--- src/rtl/ca_beat_serializer.sv ---
// ca_beat_serializer
// Accepts 40-bit CA beats (payload [31:0], nibble parity [39:32]) over
// ready/valid, checks parity and the rank field, buffers the beats in a
// small FIFO and drives each one toward the PHY as two 16-bit UIs with a
// per-rank active-low chip select.
// Ports:
//   clk, rst          clock (rising edge), synchronous active-high reset
//   ca_data_i         formatted CA beat
//   ca_valid_i        beat valid
//   ca_ready_o        beat accept, high while FIFO level < FIFO_DEPTH
//   drop_on_err_i     discard beats that fail the check
//   drv_en_i          PHY advance enable, low stalls the output stage
//   ca_out_o          current UI of CA bits
//   cs_n_o            per-rank chip select, active low
//   ca_out_valid_o    ca_out_o/cs_n_o carry a live UI
//   err_pulse_o       one-cycle pulse per failing beat
//   err_count_o       saturating error count
//   fifo_level_o      current FIFO occupancy
module ca_beat_serializer #(
  parameter int unsigned WIDTH_BITS = 40,
  parameter int unsigned RANKS      = 2,
  parameter int unsigned FIFO_DEPTH = 4,
  parameter bit          CHECK_ECC  = 1'b1,
  parameter int unsigned ERR_CNT_W  = 8,
  localparam int unsigned LVL_W     = $clog2(FIFO_DEPTH + 1)
) (
  input  logic                  clk,
  input  logic                  rst,
  input  logic [WIDTH_BITS-1:0] ca_data_i,
  input  logic                  ca_valid_i,
  output logic                  ca_ready_o,
  input  logic                  drop_on_err_i,
  input  logic                  drv_en_i,
  output logic [15:0]           ca_out_o,
  output logic [RANKS-1:0]      cs_n_o,
  output logic                  ca_out_valid_o,
  output logic                  err_pulse_o,
  output logic [ERR_CNT_W-1:0]  err_count_o,
  output logic [LVL_W-1:0]      fifo_level_o
);

  localparam int unsigned RB    = (RANKS > 1) ? $clog2(RANKS) : 1;
  localparam int unsigned PTR_W = $clog2(FIFO_DEPTH);
  localparam int unsigned PAY_W = 32;

  typedef enum logic [1:0] {S_IDLE, S_UI0, S_UI1} state_t;

  state_t             state_q;
  logic [PAY_W-1:0]   sh_q;
  logic [PAY_W-1:0]   mem [FIFO_DEPTH];
  logic [PTR_W-1:0]   wr_ptr_q;
  logic [PTR_W-1:0]   rd_ptr_q;
  logic [LVL_W-1:0]   level_q;

  logic [7:0]         exp_par;
  logic [RB-1:0]      rank_in;
  logic               par_err;
  logic               rank_err;
  logic               fail;
  logic               accept;
  logic               push;
  logic               pop;
  logic               not_empty;
  logic [RANKS-1:0]   cs_dec;

  // Expected nibble parity of the incoming payload
  always_comb begin
    exp_par = '0;
    for (int i = 0; i < 8; i++) begin
      exp_par[i] = ^ca_data_i[4*i +: 4];
    end
  end

  assign rank_in   = ca_data_i[24 +: RB];
  assign par_err   = CHECK_ECC && (exp_par != ca_data_i[39:32]);
  assign rank_err  = 32'(rank_in) >= 32'(RANKS);
  assign fail      = par_err || rank_err;

  // Ready looks only at the registered level, so a full FIFO never pushes
  assign ca_ready_o   = level_q < LVL_W'(FIFO_DEPTH);
  assign fifo_level_o = level_q;
  assign accept       = ca_valid_i && ca_ready_o;
  assign push         = accept && !(fail && drop_on_err_i);
  assign not_empty    = level_q != '0;
  assign pop          = not_empty &&
                        ((state_q == S_IDLE) || ((state_q == S_UI1) && drv_en_i));

  // Chip-select decode of the beat in the shift register; out-of-range rank selects nothing
  always_comb begin
    cs_dec = '1;
    for (int r = 0; r < RANKS; r++) begin
      if (32'(sh_q[24 +: RB]) == 32'(r)) begin
        cs_dec[r] = 1'b0;
      end
    end
  end

  // FIFO pointers and occupancy
  always_ff @(posedge clk) begin
    if (rst) begin
      wr_ptr_q <= '0;
      rd_ptr_q <= '0;
      level_q  <= '0;
    end else begin
      if (push) wr_ptr_q <= wr_ptr_q + PTR_W'(1);
      if (pop)  rd_ptr_q <= rd_ptr_q + PTR_W'(1);
      case ({push, pop})
        2'b10:   level_q <= level_q + LVL_W'(1);
        2'b01:   level_q <= level_q - LVL_W'(1);
        default: level_q <= level_q;
      endcase
    end
  end

  // FIFO storage; only the payload travels downstream
  always_ff @(posedge clk) begin
    if (push) begin
      mem[wr_ptr_q] <= ca_data_i[PAY_W-1:0];
    end
  end

  // Output FSM; outputs are a registered decode of the current state,
  // which places UI0 two edges after acceptance into an empty FIFO
  always_ff @(posedge clk) begin
    if (rst) begin
      state_q        <= S_IDLE;
      sh_q           <= '0;
      ca_out_o       <= '0;
      cs_n_o         <= '1;
      ca_out_valid_o <= 1'b0;
    end else begin
      case (state_q)
        S_IDLE: begin
          ca_out_valid_o <= 1'b0;
          cs_n_o         <= '1;
          if (not_empty) begin
            sh_q    <= mem[rd_ptr_q];
            state_q <= S_UI0;
          end
        end
        S_UI0: begin
          ca_out_o       <= sh_q[15:0];
          cs_n_o         <= cs_dec;
          ca_out_valid_o <= 1'b1;
          if (drv_en_i) state_q <= S_UI1;
        end
        S_UI1: begin
          ca_out_o       <= sh_q[31:16];
          cs_n_o         <= '1;
          ca_out_valid_o <= 1'b1;
          if (drv_en_i) begin
            if (not_empty) begin
              sh_q    <= mem[rd_ptr_q];
              state_q <= S_UI0;
            end else begin
              state_q <= S_IDLE;
            end
          end
        end
        default: begin
          state_q        <= S_IDLE;
          ca_out_valid_o <= 1'b0;
          cs_n_o         <= '1;
        end
      endcase
    end
  end

  // Error pulse and saturating error counter
  always_ff @(posedge clk) begin
    if (rst) begin
      err_pulse_o <= 1'b0;
      err_count_o <= '0;
    end else begin
      err_pulse_o <= accept && fail;
      if (accept && fail && (err_count_o != '1)) begin
        err_count_o <= err_count_o + ERR_CNT_W'(1);
      end
    end
  end

endmodule
--- config.mk ---
export PLATFORM = sky130hd
export DESIGN_NAME = ca_beat_serializer
export DESIGN_NICKNAME = d
export VERILOG_FILES = /design/src/rtl/ca_beat_serializer.sv
export SDC_FILE = /design/constraint.sdc
export NUM_CORES = 1
export LEC_CHECK = 0
export BUFFER_PORTS_ARGS = -buffer_cell sky130_fd_sc_hd__buf_2
export CAP_MARGIN = 20
export CORE_MARGIN = 4
export CORE_UTILIZATION = 53
export DETAILED_ROUTE_END_ITERATION = 10
export PLACE_DENSITY_LB_ADDON = 0.2
export SLEW_MARGIN = 20
export SYNTH_ARGS = -nofsm -noshare
export SYNTH_HDL_FRONTEND = slang
export SYNTH_SLANG_ARGS = --single-unit
--- constraint.sdc ---
create_clock -name clk -period 2.6 [get_ports clk]
set_input_delay 0.52 -clock clk [delete_from_list [all_inputs] [get_ports clk]]
set_output_delay 0.52 -clock clk [all_outputs]
set_load 0.1 [all_outputs]
Yosys cells after proc, flatten, opt, wreduce, memory -nomap -nowiden:

Memory sizes are Yosys's and may differ from the RTL's. A register that Yosys moved wholly into a read port is not among the register bits.
Index checks and enable logic that the tools add are counted.
Widths: inputs -> output; s select.

* memories: 1
* input bits: 45
* output and inout bits: 32
* register bits: 69
* bits in writable memories: 128
* word-level logic and storage cells: 70

* muxes and demuxes: 17
* reduce and logical (&&, ||, !) cells: 26
* add/subtract/negate cells: 5
* magnitude comparators: 1
* bitwise operators: 1
* equality and inequality tests: 9

Memories
* mem: words 4, width 32, rd ports 1, clocked after memory_dff 1, wr ports 1, RTL line 50 `logic [PAY_W-1:0] mem [FIFO_DEPTH];`

Operators by type and width (number)
* $mux 32: 2
* $pmux 32 s2: 1
* $pmux 16 s2: 1
* $reduce_xor 4->1: 8
* $mux 2: 5
* $add 8x1->8 const B: 1
* $ne 8x8->1: 1
* $ne 8x8->1 const B: 1
* $logic_and 1x1->1: 7
* $mux 1: 6
* $ne 2x2->1 const B: 3
* $pmux 2 s3: 1
* $pmux 3 s2: 1
* $reduce_bool 2->1: 3
* $add 2x1->2 const B: 2
* $eq 2x1->1 const B: 2
* $eq 2x2->1 const B: 2
* $reduce_or 2->1: 2
* $add 3x1->3 const B: 1
* $lt 3x3->1 const B: 1
* $reduce_and 3->1: 1
* $reduce_bool 3->1: 1
* $sub 3x1->3 const B: 1
* $logic_not 2->1: 1
* 4 further kinds: 4

Logic depth before layout (Yosys ltp):

* depth after elaboration: 7
* gate-level depth with buffers: 12
* gate-level depth less buffers: 12

Worst setup path after synthesis:

Ideal clock, no wire load.

* kind: reg2reg
* from: register level_q[2], in the netlist fifo_level_o[2]
* to: register level_q[2], in the netlist fifo_level_o[2]
* setup slack: -0.833 ns
* period minus slack after synthesis: 3.433 ns
* required time: 2.530 ns
* data arrival time: 3.362 ns
* setup time: 0.070 ns
* stages on the path, launching flop included: 11
* path buffers: 0
* cell sequence: dfxtp_1 > inv_1 > nand2_1 > nor2_1 > inv_1 > ha_1 > inv_1 > fa_1 > xor2_1 > or3_1 > a21oi_1

* longest elaborated chain between the ends: 5
* elaborated cells between the ends (all ways): 11
* those cells by class: add/sub (2); order compare (1); eq/ne (2); mux (1); reduce/logical (5)

Ends and longest elaborated chain
* start: declaration: RTL line 53 `logic [LVL_W-1:0] level_q;`
* start signal: assignment: RTL line 108 `2'b10: level_q <= level_q + LVL_W'(1);`
* start signal: assignment: RTL line 109 `2'b01: level_q <= level_q - LVL_W'(1);`
* start signal: assignment: RTL line 110 `default: level_q <= level_q;`
* $lt 3x3->1 *: RTL line 80 `assign ca_ready_o = level_q < LVL_W'(FIFO_DEPTH);`
* via ca_ready_o: RTL line 31 `output logic ca_ready_o,`
* $logic_and 1x1->1 *: RTL line 82 `assign accept = ca_valid_i && ca_ready_o;`
* $logic_and 1x1->1 *: RTL line 83 `assign push = accept && !(fail && drop_on_err_i);`
* $eq 2x1->1 or $eq 2x2->1 (tied branches): RTL line 107 `case ({push, pop})`
* $pmux 3 s2 or $reduce_bool 2->1 (tied branches)

The timed path passes the listed nets; every way through them passes the cells marked *.
A chain may end at the register's enable or synchronous reset.

Worst setup path after layout:

* from: input ca_data_i[13]
* to: register level_q[2], in the netlist fifo_level_o[2]

* longest elaborated chain between the ends: 7
* elaborated cells between the ends (all ways): 9
* those cells by class: eq/ne (3); mux (1); reduce/logical (5)

Ends and longest elaborated chain
* start: declaration: RTL line 29 `input logic [WIDTH_BITS-1:0] ca_data_i,`
* $reduce_xor 4->1 *: RTL line 70 `exp_par[i] = ^ca_data_i[4*i +: 4];`
* $ne 8x8->1 *: RTL line 75 `assign par_err = CHECK_ECC && (exp_par != ca_data_i[39:32]);`
* $logic_and 1x1->1 *: RTL line 83
* $logic_not 1->1 *: RTL line 83
* $logic_and 1x1->1 *: RTL line 83
* $eq 2x1->1 or $eq 2x2->1 (tied branches): RTL line 107
* $pmux 3 s2 or $reduce_bool 2->1 (tied branches)

Mark *: on every way between the ends. The rest lies on a longest branch, timed or not.

==> out/metrics.yaml <==
finalHoldViolCount: 0
slew_headroom: 0.426
cp-start-kind: "input port"
r2r_cells: 10
skew_ns: 0.00563
cp.required_ns: 2.95
period_needed_ns: 2.55
place_area_um2: 8880
status: "finished, final reports clean"
avgRoutedWirePerCell_um: 17.8
grt_remaining_overflow: 0
setup-violations-final: 0
ys_seq_area_frac: 0.668
fp.dieH_um: 130
dp_slack_ns: -0.444
synthMostInstantiatedCell: "edfxtp_1"
cp_max_fo: 2
ys_types: 38
grt_max_degree: 48
syn_area_um2: 7890
synth_top_area_share: 0.487
arrival_ns: 2.89
p_per_area_nw_per_um2: 1100
drive_gt1_frac: 0.320
dr.pass1.iters: 4
p_sw_mw: 3.87
fin_area_um2: 9540
drcViolationCount: 0
internal-power_mw: 6.63
clkPwrFrac: 0.260
seqCellArea_um2: 5270
ir_drop_mv: 0.737
worstSkewPairLatency_ns: 0.42
synth_top_area_cell: "edfxtp_1"
cts_tree: "yes"
yosys_warnings: 0
rows: 44
avgSynthCellArea_um2: 14.6
switching_share: 0.369
nets: 719
cts_made_buffers: 17
synth_area_leaders: "edfxtp_1 49%, dfxtp_1 18%, mux4_2 9.1%"
leakage_nw: 3.46
fin_crit_sh: 0.979
cts_max_path_buffers: 2
min_path_type: "input port to flip-flop"
fin_cells: 859
antenna_found_initial: 0
endpoint_kind: "flip-flop"
max_freq_mhz: 393
vias_per_cell: 5.41
die-area_um2: 16900
power_frac_comb: 0.345
crit_start: "ca_data_i[13]"
synth_flop_cell: "edfxtp_1"
ant_nets: 0
syn_nets: 596
tightest_slew_ns: 0.861
multi_input_area_um2: 2520
drv_cap: 0
setup_ws_ns: 0.0545
wirelength_um: 15300
htree_levels: 4
first_iter_violations: 358
finalPower_mw: 10.5
place_congestion: 0.758
syn2layout_area_growth_pct: 21.0
dp_cells: 826
cts.sinks: 199
root_buffer: "clkbuf_16"
coreArea_um2: 14500
whs_path_depth: 1
rsz0062_at_grt: "yes"
start_util: 0.543
dpl.hpwl_um: 10300
seqPwrFrac: 0.395
num_antenna_cells: 0
async_flop_share: 0
crit-reg2reg-launch: "state_q[1]$_SDFFE_PP0P_"
synth_cells: 539
num_vias: 4649
grt_pass1_wl_um: 24400
drv_slew: 0
io_buffers: 76
yosys_register_bits: 199
final_util: 0.656
boundaryPins: 77
grtUsageTotal: 0.194
worstSetupPathType: "input port to flip-flop"
fp.dieW_um: 130
min-delay-start: "ca_data_i[12]"
clk_transition_reported_paths_ns: 0.06
grt_pass1_vias: 4699
synth_edf_count: 128
synth_commonest_cells: "128 x edfxtp_1, 71 x dfxtp_1, 69 x nand2_1, 40 x a21oi_1, 38 x nor2_1"
fill_cells: 1088
[flip-flops by register name, summed over array words and instances (netlist names), named ones only]
signal and flops:
ca_out_valid_o 1, rd_ptr_q 2, wr_ptr_q 2, ca_out_o 16
cs_n_o 2, sh_q 32, fifo_level_o 3, state_q 2
err_count_o 8, mem 128, err_pulse_o 1
[stage by stage]
| step | hold slack (ns) | setup TNS (ns) |
|---|---|---|
| 2_1_floorplan | 0.405 | -0.150 |
| 3_3_place_gp | 0.446 | -19.10 |
| 3_5_place_dp | 0.449 | -24.91 |
| 4_1_cts | 0.341 | 0 |
| 5_1_grt | 0.339 | -0.0322 |
| 6_report | 0.347 | 0 |
[power by group through the flow]
stage          combinational [mW]  clock (mW)  sequential (mW)
2_1_floorplan                1.68           0             5.24
3_3_place_gp                 3.55           0             4.20
3_5_place_dp                 3.61           0             4.22
4_1_cts                      3.63        2.79             4.15
5_1_grt                      3.90        2.92             4.21
6_report                     3.62        2.73             4.15
[layout make-up]
cell class              instances  area share
well taps                     184      0.0241
clock inverters                11      0.0181
multi-input cells             303       0.264
inverters                      10     0.00433
flip-flops and latches        199       0.552
repair buffers                131      0.0897
clock buffers                  21      0.0472
[per-layer routing]
layer / track usage / routed length, um
met4: 0.0764 / 216
met5: 0 / 0
met3: 0.0401 / 882
met2: 0.313 / 7630
met1: 0.262 / 6560
[what timing repair did]
action | CTS | global route
hold buffers | 0 | 0
gates resized for setup | 0 | 7
buffers inserted | 0 | 1
endpoints found under the setup margin | 0 | 2
[path summary, 6_finish.rpt]
kind                                        to  slack, ns
setup / recovery  fifo_level_o[2]$_SDFFE_PP0P_       0.05
hold / removal            mem[1][12]$_DFFE_PP_       0.35
hold reg to reg           sh_q[4]$_SDFFE_PP0P_       0.46
setup reg to reg  fifo_level_o[2]$_SDFFE_PP0P_       0.33
[cells in the final DEF, fill, tap and decap left out, drive strengths merged, types with 6 or more instances in the layout]
cell,n
buf,131
edfxtp,128
dfxtp,71
nand2,69
a21oi,40
nor2,39
mux4,32
clkbuf,21
mux2i,18
a211oi,17
xnor2,17
ha,11
inv,10
xnor3,8
nor2b,6
o21ai,6
[kinds of logic after synthesis]
family	Yosys count	share of synthesized area
simple gates	142	0.0796
flops	199	0.668
buf+inv	37	0.0182
compound gates	67	0.0490
fa+ha+maj	12	0.0200
xor+xnor	28	0.0451
mux	54	0.120
[worst max-delay path: stages]
cell and delay, ns:
buf_2 0.09, xnor3_1 0.41, xnor2_2 0.17, nand4_1 0.19
o21a_1 0.20, nor2_2 0.05, inv_1 0.05, ha_2 0.19
inv_2 0.04, fa_2 0.32, xor2_1 0.16, or3_1 0.36
a21oi_2 0.13
Note: power is estimated with default switching activity, not from simulation.
